[src/rtl/def_data_tx_if.sv]
//-----------------------------------------------------------------------------
// def_data_tx_if
//  Bundle of the word-side handshake and status signals of def_data_tx.
//
//  Handshake: a word on din is taken at a rising clk edge where validin and
//  readyin are both 1. readyin is registered and reflects the one-word holding
//  buffer being empty. validin while readyin=0 is ignored, and din does not
//  need to be held once the accepting edge has passed.
//
//  Signals
//   din        DATA_W  word to send                  (master -> slave)
//   validin    1       din valid                     (master -> slave)
//   readyin    1       holding buffer empty          (slave  -> master)
//   d_tr       1       serial line, idle high        (slave  -> master)
//   busy       1       FSM active or buffer full     (slave  -> master)
//   frame_cnt  16      frames sent, wraps            (slave  -> master)
//
//  Modports: master = word source / line observer, slave = transmitter.
//-----------------------------------------------------------------------------
`timescale 1ns/1ps
interface def_data_tx_if #(
   parameter int DATA_W = 36
);
   logic [DATA_W-1:0] din;
   logic              validin;
   logic              readyin;
   logic              d_tr;
   logic              busy;
   logic [15:0]       frame_cnt;

   modport master (
      output din,
      output validin,
      input  readyin,
      input  d_tr,
      input  busy,
      input  frame_cnt
   );

   modport slave (
      input  din,
      input  validin,
      output readyin,
      output d_tr,
      output busy,
      output frame_cnt
   );
endinterface

[src/rtl/def_data_tx.sv]
//-----------------------------------------------------------------------------
// def_data_tx
//  Defectoscope-side serial data transmitter (far end of receiver_dd).
//  Serializes DATA_W-bit measurement words onto a single line, one bit per
//  rising edge of the link clock. A one-word holding buffer lets the source
//  hand over the next word while the shifter is still busy with the current
//  one, so continuous traffic runs with no idle time beyond the gap.
//
//  Line frame: start(0), DATA_W data bits MSB first, [even parity], stop(1),
//  then GAP_BITS idle-high bits. With back-to-back words the start bits are
//  DATA_W+2+GAP_BITS cycles apart (+1 with parity).
//
//  Build option
//   DEF_TX_PARITY_EN  when defined, an even-parity bit follows the data and
//                     the FSM has a PARITY state; when undefined the data goes
//                     straight to the stop bit.
//
//  Parameters
//   DATA_W    payload width (bit DATA_W-1 is sent first)
//   GAP_BITS  idle-high bits after the stop bit, legal range 1..15
//
//  Ports
//   clk          in   link bit clock (clkx)
//   reset        in   asynchronous, active-high reset
//   bus          slave modport of def_data_tx_if (din/validin/readyin,
//                d_tr, busy, frame_cnt)
//   dbg_state_o  out  current FSM state encoding, for checkers
//-----------------------------------------------------------------------------
`timescale 1ns/1ps
module def_data_tx #(
   parameter int DATA_W   = 36,
   parameter int GAP_BITS = 2
) (
   input  logic                clk,
   input  logic                reset,
   def_data_tx_if.slave        bus,
   output logic [2:0]          dbg_state_o
);

   // Bit counter only has to reach DATA_W-1; gap counter reaches GAP_BITS (<=15).
   localparam int CNT_W = (DATA_W > 1) ? $clog2(DATA_W) : 1;
   localparam int GAP_W = 4;

   localparam logic [CNT_W-1:0] CNT_LAST = CNT_W'(DATA_W - 1);
   localparam logic [GAP_W-1:0] GAP_LAST = GAP_W'(GAP_BITS);

`ifdef DEF_TX_PARITY_EN
   typedef enum logic [2:0] {
      S_IDLE   = 3'd0,
      S_DATA   = 3'd1,
      S_PARITY = 3'd2,
      S_STOP   = 3'd3,
      S_GAP    = 3'd4
   } state_e;
`else
   typedef enum logic [2:0] {
      S_IDLE   = 3'd0,
      S_DATA   = 3'd1,
      S_STOP   = 3'd3,
      S_GAP    = 3'd4
   } state_e;
`endif

   state_e              state_q;
   logic [DATA_W-1:0]   buf_q;
   logic                buf_full_q;
   logic                readyin_q;
   logic [DATA_W-1:0]   shreg_q;
   logic [CNT_W-1:0]    bit_cnt_q;
   logic [GAP_W-1:0]    gap_cnt_q;
   logic                d_tr_q;
   logic [15:0]         frame_cnt_q;
`ifdef DEF_TX_PARITY_EN
   logic                parity_q;
`endif

   logic                accept;
   logic                gap_last;
   logic                load;
   logic                buf_full_d;

   // readyin_q is kept equal to ~buf_full_q out of reset, so an accept can
   // never coincide with a load: a load needs the buffer full (readyin=0).
   assign accept   = bus.validin & readyin_q;
   assign gap_last = (state_q == S_GAP) && (gap_cnt_q == GAP_LAST);

   // The shifter is loaded either from IDLE or straight from the last gap
   // cycle, which is what keeps back-to-back frames at the minimum spacing.
   assign load = buf_full_q && ((state_q == S_IDLE) || gap_last);

   always_comb begin
      buf_full_d = buf_full_q;
      if (load) begin
         buf_full_d = 1'b0;
      end else if (accept) begin
         buf_full_d = 1'b1;
      end
   end

   //--------------------------------------------------------------------------
   // Buffer, shifter and frame FSM. All outputs are registered here so the
   // serial line carries no combinational glitches.
   //--------------------------------------------------------------------------
   always_ff @(posedge clk or posedge reset) begin
      if (reset) begin
         state_q     <= S_IDLE;
         buf_q       <= '0;
         buf_full_q  <= 1'b0;
         readyin_q   <= 1'b0;
         shreg_q     <= '0;
         bit_cnt_q   <= '0;
         gap_cnt_q   <= '0;
         d_tr_q      <= 1'b1;
         frame_cnt_q <= '0;
`ifdef DEF_TX_PARITY_EN
         parity_q    <= 1'b0;
`endif
      end else begin
         buf_full_q <= buf_full_d;
         readyin_q  <= ~buf_full_d;

         if (accept) begin
            buf_q <= bus.din;
         end

         if (load) begin
            // Start bit goes out on this edge; data MSB follows on the next.
            shreg_q   <= buf_q;
            bit_cnt_q <= '0;
            d_tr_q    <= 1'b0;
            state_q   <= S_DATA;
`ifdef DEF_TX_PARITY_EN
            parity_q  <= ^buf_q;
`endif
         end else begin
            case (state_q)
               S_IDLE: begin
                  d_tr_q <= 1'b1;
               end

               S_DATA: begin
                  d_tr_q  <= shreg_q[DATA_W-1];
                  shreg_q <= shreg_q << 1;
                  if (bit_cnt_q == CNT_LAST) begin
`ifdef DEF_TX_PARITY_EN
                     state_q <= S_PARITY;
`else
                     state_q <= S_STOP;
`endif
                  end else begin
                     bit_cnt_q <= bit_cnt_q + CNT_W'(1);
                  end
               end

`ifdef DEF_TX_PARITY_EN
               S_PARITY: begin
                  // XOR of the data makes the total count of ones even.
                  d_tr_q  <= parity_q;
                  state_q <= S_STOP;
               end
`endif

               S_STOP: begin
                  // A frame counts only once its stop bit is on the line.
                  d_tr_q      <= 1'b1;
                  frame_cnt_q <= frame_cnt_q + 16'd1;
                  gap_cnt_q   <= '0;
                  state_q     <= S_GAP;
               end

               S_GAP: begin
                  // GAP_BITS idle bits follow the stop bit; the edge after them
                  // either starts the next frame (load, above) or idles.
                  d_tr_q <= 1'b1;
                  if (gap_last) begin
                     state_q <= S_IDLE;
                  end else begin
                     gap_cnt_q <= gap_cnt_q + GAP_W'(1);
                  end
               end

               default: begin
                  d_tr_q  <= 1'b1;
                  state_q <= S_IDLE;
               end
            endcase
         end
      end
   end

   assign bus.readyin   = readyin_q;
   assign bus.d_tr      = d_tr_q;
   assign bus.busy      = (state_q != S_IDLE) | buf_full_q;
   assign bus.frame_cnt = frame_cnt_q;
   assign dbg_state_o   = state_q;

endmodule

[src/flat_wrapper.sv]
// flat-port wrapper written by rule: the top's interface ports become plain ports
module def_data_tx_flat 
#(
   parameter int DATA_W   = 36,
   parameter int GAP_BITS = 2
)
  (clk, reset, dbg_state_o, bus_din, bus_validin, bus_readyin, bus_d_tr, bus_busy, bus_frame_cnt);
  def_data_tx_if #(.DATA_W(DATA_W)) bus_i ();
  input  logic clk;
  input  logic reset;
  output logic [2:0] dbg_state_o;
  input wire logic [$bits(bus_i.din)-1:0] bus_din;
  input wire logic [$bits(bus_i.validin)-1:0] bus_validin;
  output wire logic [$bits(bus_i.readyin)-1:0] bus_readyin;
  output wire logic [$bits(bus_i.d_tr)-1:0] bus_d_tr;
  output wire logic [$bits(bus_i.busy)-1:0] bus_busy;
  output wire logic [$bits(bus_i.frame_cnt)-1:0] bus_frame_cnt;
  assign bus_i.din = bus_din;
  assign bus_i.validin = bus_validin;
  assign bus_readyin = bus_i.readyin;
  assign bus_d_tr = bus_i.d_tr;
  assign bus_busy = bus_i.busy;
  assign bus_frame_cnt = bus_i.frame_cnt;
  def_data_tx #(.DATA_W(DATA_W), .GAP_BITS(GAP_BITS)) u_core (.clk(clk), .reset(reset), .bus(bus_i), .dbg_state_o(dbg_state_o));
endmodule
[config.mk]
export PLATFORM = sky130hd
export DESIGN_NAME = def_data_tx_flat
export DESIGN_NICKNAME = d
export VERILOG_FILES = /design/src/rtl/def_data_tx_if.sv /design/src/rtl/def_data_tx.sv /design/src/flat_wrapper.sv
export SDC_FILE = /design/constraint.sdc
export NUM_CORES = 1
export LEC_CHECK = 0
export CELL_PAD_IN_SITES_DETAIL_PLACEMENT = 1
export CELL_PAD_IN_SITES_GLOBAL_PLACEMENT = 2
export CORE_ASPECT_RATIO = 1.75
export CORE_MARGIN = 2
export CORE_UTILIZATION = 30
export CTS_CLUSTER_DIAMETER = 60
export DETAILED_ROUTE_END_ITERATION = 8
export PLACE_DENSITY = 0.63
export SLEW_MARGIN = 5
export SYNTH_ARGS = -nofsm -noshare
export SYNTH_HDL_FRONTEND = slang
export SYNTH_SLANG_ARGS = --single-unit
[constraint.sdc]
create_clock -name clk -period 6.65 [get_ports clk]
set_input_delay 0.9975 -clock clk [delete_from_list [all_inputs] [get_ports clk]]
set_output_delay 0.9975 -clock clk [all_outputs]
set_load 0.05 [all_outputs]
==> flow_summary_export.csv <==
group,metric,value,unit
run_status,outcome,"completed",
synthesis,yosysMostFrequentCell,"dfrtp_1",
global_route,grt_pass1_wl,15340,microns
clocking,clk_pin_slew,0.07,ns
routing,viasPerCell,4.939,
global_route,grt_max_degree,57,
synthesis,netlist_instances,326,
setup_path,start_kind,"register",
setup_path,worstSetupPathType,"reg -> out",
sta,finalSetupViolations,0,
power,p_sw,0.6896,mW
clocking,cts_buffers,9,
clocking,clk_path_buf_depth,2,
die,die_area,15370,sq um
sta,layout_min_cycle_time,3.071,ns
min_path,hold_class,"reg -> reg",
power,irDropWorstVdd,0.0001445,V
synthesis,synth_edf_count,0,
global_route,antenna_found_initial,0,
sta,max_freq,0.3256,GHz
sta,setup_ws,3.579,ns
synthesis,synth_common_cells,"103 x dfrtp_1, 38 x mux2_2, 37 x a21o_1",
synthesis,synth.top_cell.area_share,59.83,%
sta,slew_viol_final,0,
clocking,root_buffer,"clkbuf_16",
synthesis,ys_ff_latch,104,
routing,drt-wirelength-per-cell,15.92,microns
sta,hold_slack,0.4748,ns
placed_design,gp_congestion,0.6845,
setup_path,cp_max_fo,7,
routing,postRouteWirelength,9072,microns
die,die_h,162.5,microns
synthesis,synthTopCellsByArea,"dfrtp_1 60%, mux2_2 9.9%, a22o_1 6.9%",
sta,fin_skew,0.006616,ns
routing,drcViolationCount,0,
clocking,clkSinkCount,104,
synthesis,yosysSeqAreaShare,60.44,%
clocking,cts_tree,"done",
routing,dr.pass1.iters,4,
setup_path,worstPathArrival,2.07,ns
synthesis,yosysWarnings,0,
finish,final_layout_size_suffix_gt1_share,16.67,%
power,powerDensity,424.6,nW/um^2
routing,ant_nets,0,
placed_design,dp_hpwl,5935,microns
global_route,overflow,0,
synthesis,async_reset_ff_share,100.0,%
power,clock_power_share,26.5,%
die,io_pins,61,
finish,nets,428,
die,rows,58,
die,fp.dieW,94.59,microns
placed_design,numPortBuffers,60,
sta,rsz0062_at_grt,"no",
sta,finalSetupTns,0,ns
synthesis,synth_top_area_cell,"dfrtp_1",
placed_design,dp_slack,3.805,ns
flow_run,maxCapViolCount,0,
power,p_int,1.624,mW
power,switching_share,29.81,%
clocking,clock_latency,0.35,ns
setup_path,endpoint_kind,"output pin",
sta,finalHoldViolCount,0,
clocking,cts-hold-fix-buffers,0,
finish,antennaDiodeCount,0,
power,p_leak,2.506,nW
clocking,htree_levels,3,
sta,fin_crit_sh,46.18,%
power,power.total,2.313,mW
sta,slew_headroom,42.13,%
synthesis,syn_nets,369,
synthesis,avgSynthCellArea,13.21,sq um
sta,tightestPinTransition,0.8680,ns
setup_path,cp.required,5.65,ns
global_route,track_usage,12.77,%
finish,syn_to_final_growth,26.49,%
power,p_comb_share,28.7,%
die,fp.coreArea,14220,sq um
clocking,cts_resized,0,
power,p_seq_share,44.8,%
routing,vias,2815,
synthesis,synth_cell_types,35,
clocking,postCtsSetupBuffers,0,
synthesis,ys_dominant_reg_cell,"dfrtp_1",
die,start_util,30.29,%
synthesis,netlist_area,4308,sq um
global_route,grt_pass1_vias,3066,
routing,drtIter0Drc,86,
per-layer routing:
layer	track usage (%)	vias up	part of all wire (%)
li1	-	1296	-
met1	15.90	1461	43
met3	2.823	11	3.2
met2	21.72	47	52
met5	0	-	0
met4	4.348	0	1.7
stage by stage:
| step | area [sq um] | utilization, % | std cells |
|---|---|---|---|
| finish | 5449 | 38.31 | 570 |
| CTS | 5449 | 38.31 | 570 |
| global placement | 5105 | 35.89 | 554 |
| floorplan | 4308 | - | 326 |
| global route | 5449 | 38.31 | 570 |
| detailed placement | 5105 | 35.89 | 554 |
worst max-delay path: stages (launching register included):
cell,delay (ns)
dfrtp_1,0.48
or4_1,0.54
clkdlybuf4s50_1,0.71
path summary, 6_finish.rpt:
path	start	to	slack, ns	cells after the start
setup / recovery	u_core.dbg_state_o[0]	bus_busy	3.58	2
setup reg to reg	u_core.gap_cnt_q[0]	u_core.shreg_q[23]	3.83	8
min in group asynchronous	reset	u_core.buf_q[4]	1.09	2
hold reg to reg	u_core.bus.frame_cnt[15]	u_core.bus.frame_cnt[15]	0.47	1
max in group asynchronous	reset	u_core.bus.frame_cnt[13]	4.34	3
hold / removal	u_core.bus.frame_cnt[15]	u_core.bus.frame_cnt[15]	0.47	1
power groups by stage:
| stage | clock network, mW | registers [mW] | logic (mW) |
|---|---|---|---|
| 3_5_place_dp | 0 | 1.05 | 0.677 |
| 6_report | 0.614 | 1.04 | 0.664 |
| 2_1_floorplan | 0 | 1.04 | 0.506 |
| 5_1_grt | 0.659 | 1.07 | 0.742 |
| 4_1_cts | 0.628 | 1.04 | 0.681 |
| 3_3_place_gp | 0 | 1.05 | 0.654 |
kinds of logic (layout without fill, tap and decap cells):
logic type / count (synthesis) / after routing / synth area share [%]
AOI/OAI and AO/OA: 81 / 81 / 15.36
xor gates and xnor gates: 19 / 19 / 3.863
adders and majority gates: 4 / 4 / 1.162
buffers and inverters: 25 / 89 / 2.352
DFF: 104 / 104 / 60.44
muxes: 38 / 38 / 9.933
and+or+nand+nor: 55 / 55 / 6.884
cell type report:
| cell class | count | area, sq um |
|---|---|---|
| inverter | 9 | 36.28 |
| sequential | 104 | 2604 |
| clock inverter | 7 | 118.9 |
| timing repair buffer | 64 | 630.6 |
| clock buffer | 9 | 225.2 |
| fill | 1537 | 8775 |
| multi-input combinational | 197 | 1609 |
| tap | 180 | 225.2 |
cell usage in the layout (no fill, tap or decap), types with 3 or more instances in the layout:
master           netlist  final
a21o_1                37     37
a21oi_1                4      4
a22o_1                34     34
and3_1                 3      3
buf_4                  1      4
bufinv_16              0      3
clkbuf_16              0      9
clkdlybuf4s50_1        0     60
dfrtp_1              103    103
ha_1                   4      4
inv_1                  9      8
mux2_2                38     38
nand2_1               13     13
nand3_1                5      5
nand4_1                9      9
nor2_1                 8      8
nor3_1                 4      4
xnor2_1               11     11
xor2_1                 8      8
sequential cells by signal, summed over array words and instances (netlist names):
name and cells:
u_core.dbg_state_o 3, u_core.shreg_q 36, u_core.gap_cnt_q 4, u_core.buf_full_q 1, u_core.bit_cnt_q 6, u_core.bus.frame_cnt 16
u_core.bus.d_tr 1, u_core.buf_q 36, u_core.bus.readyin 1
Power figures use the tool's default switching activity.
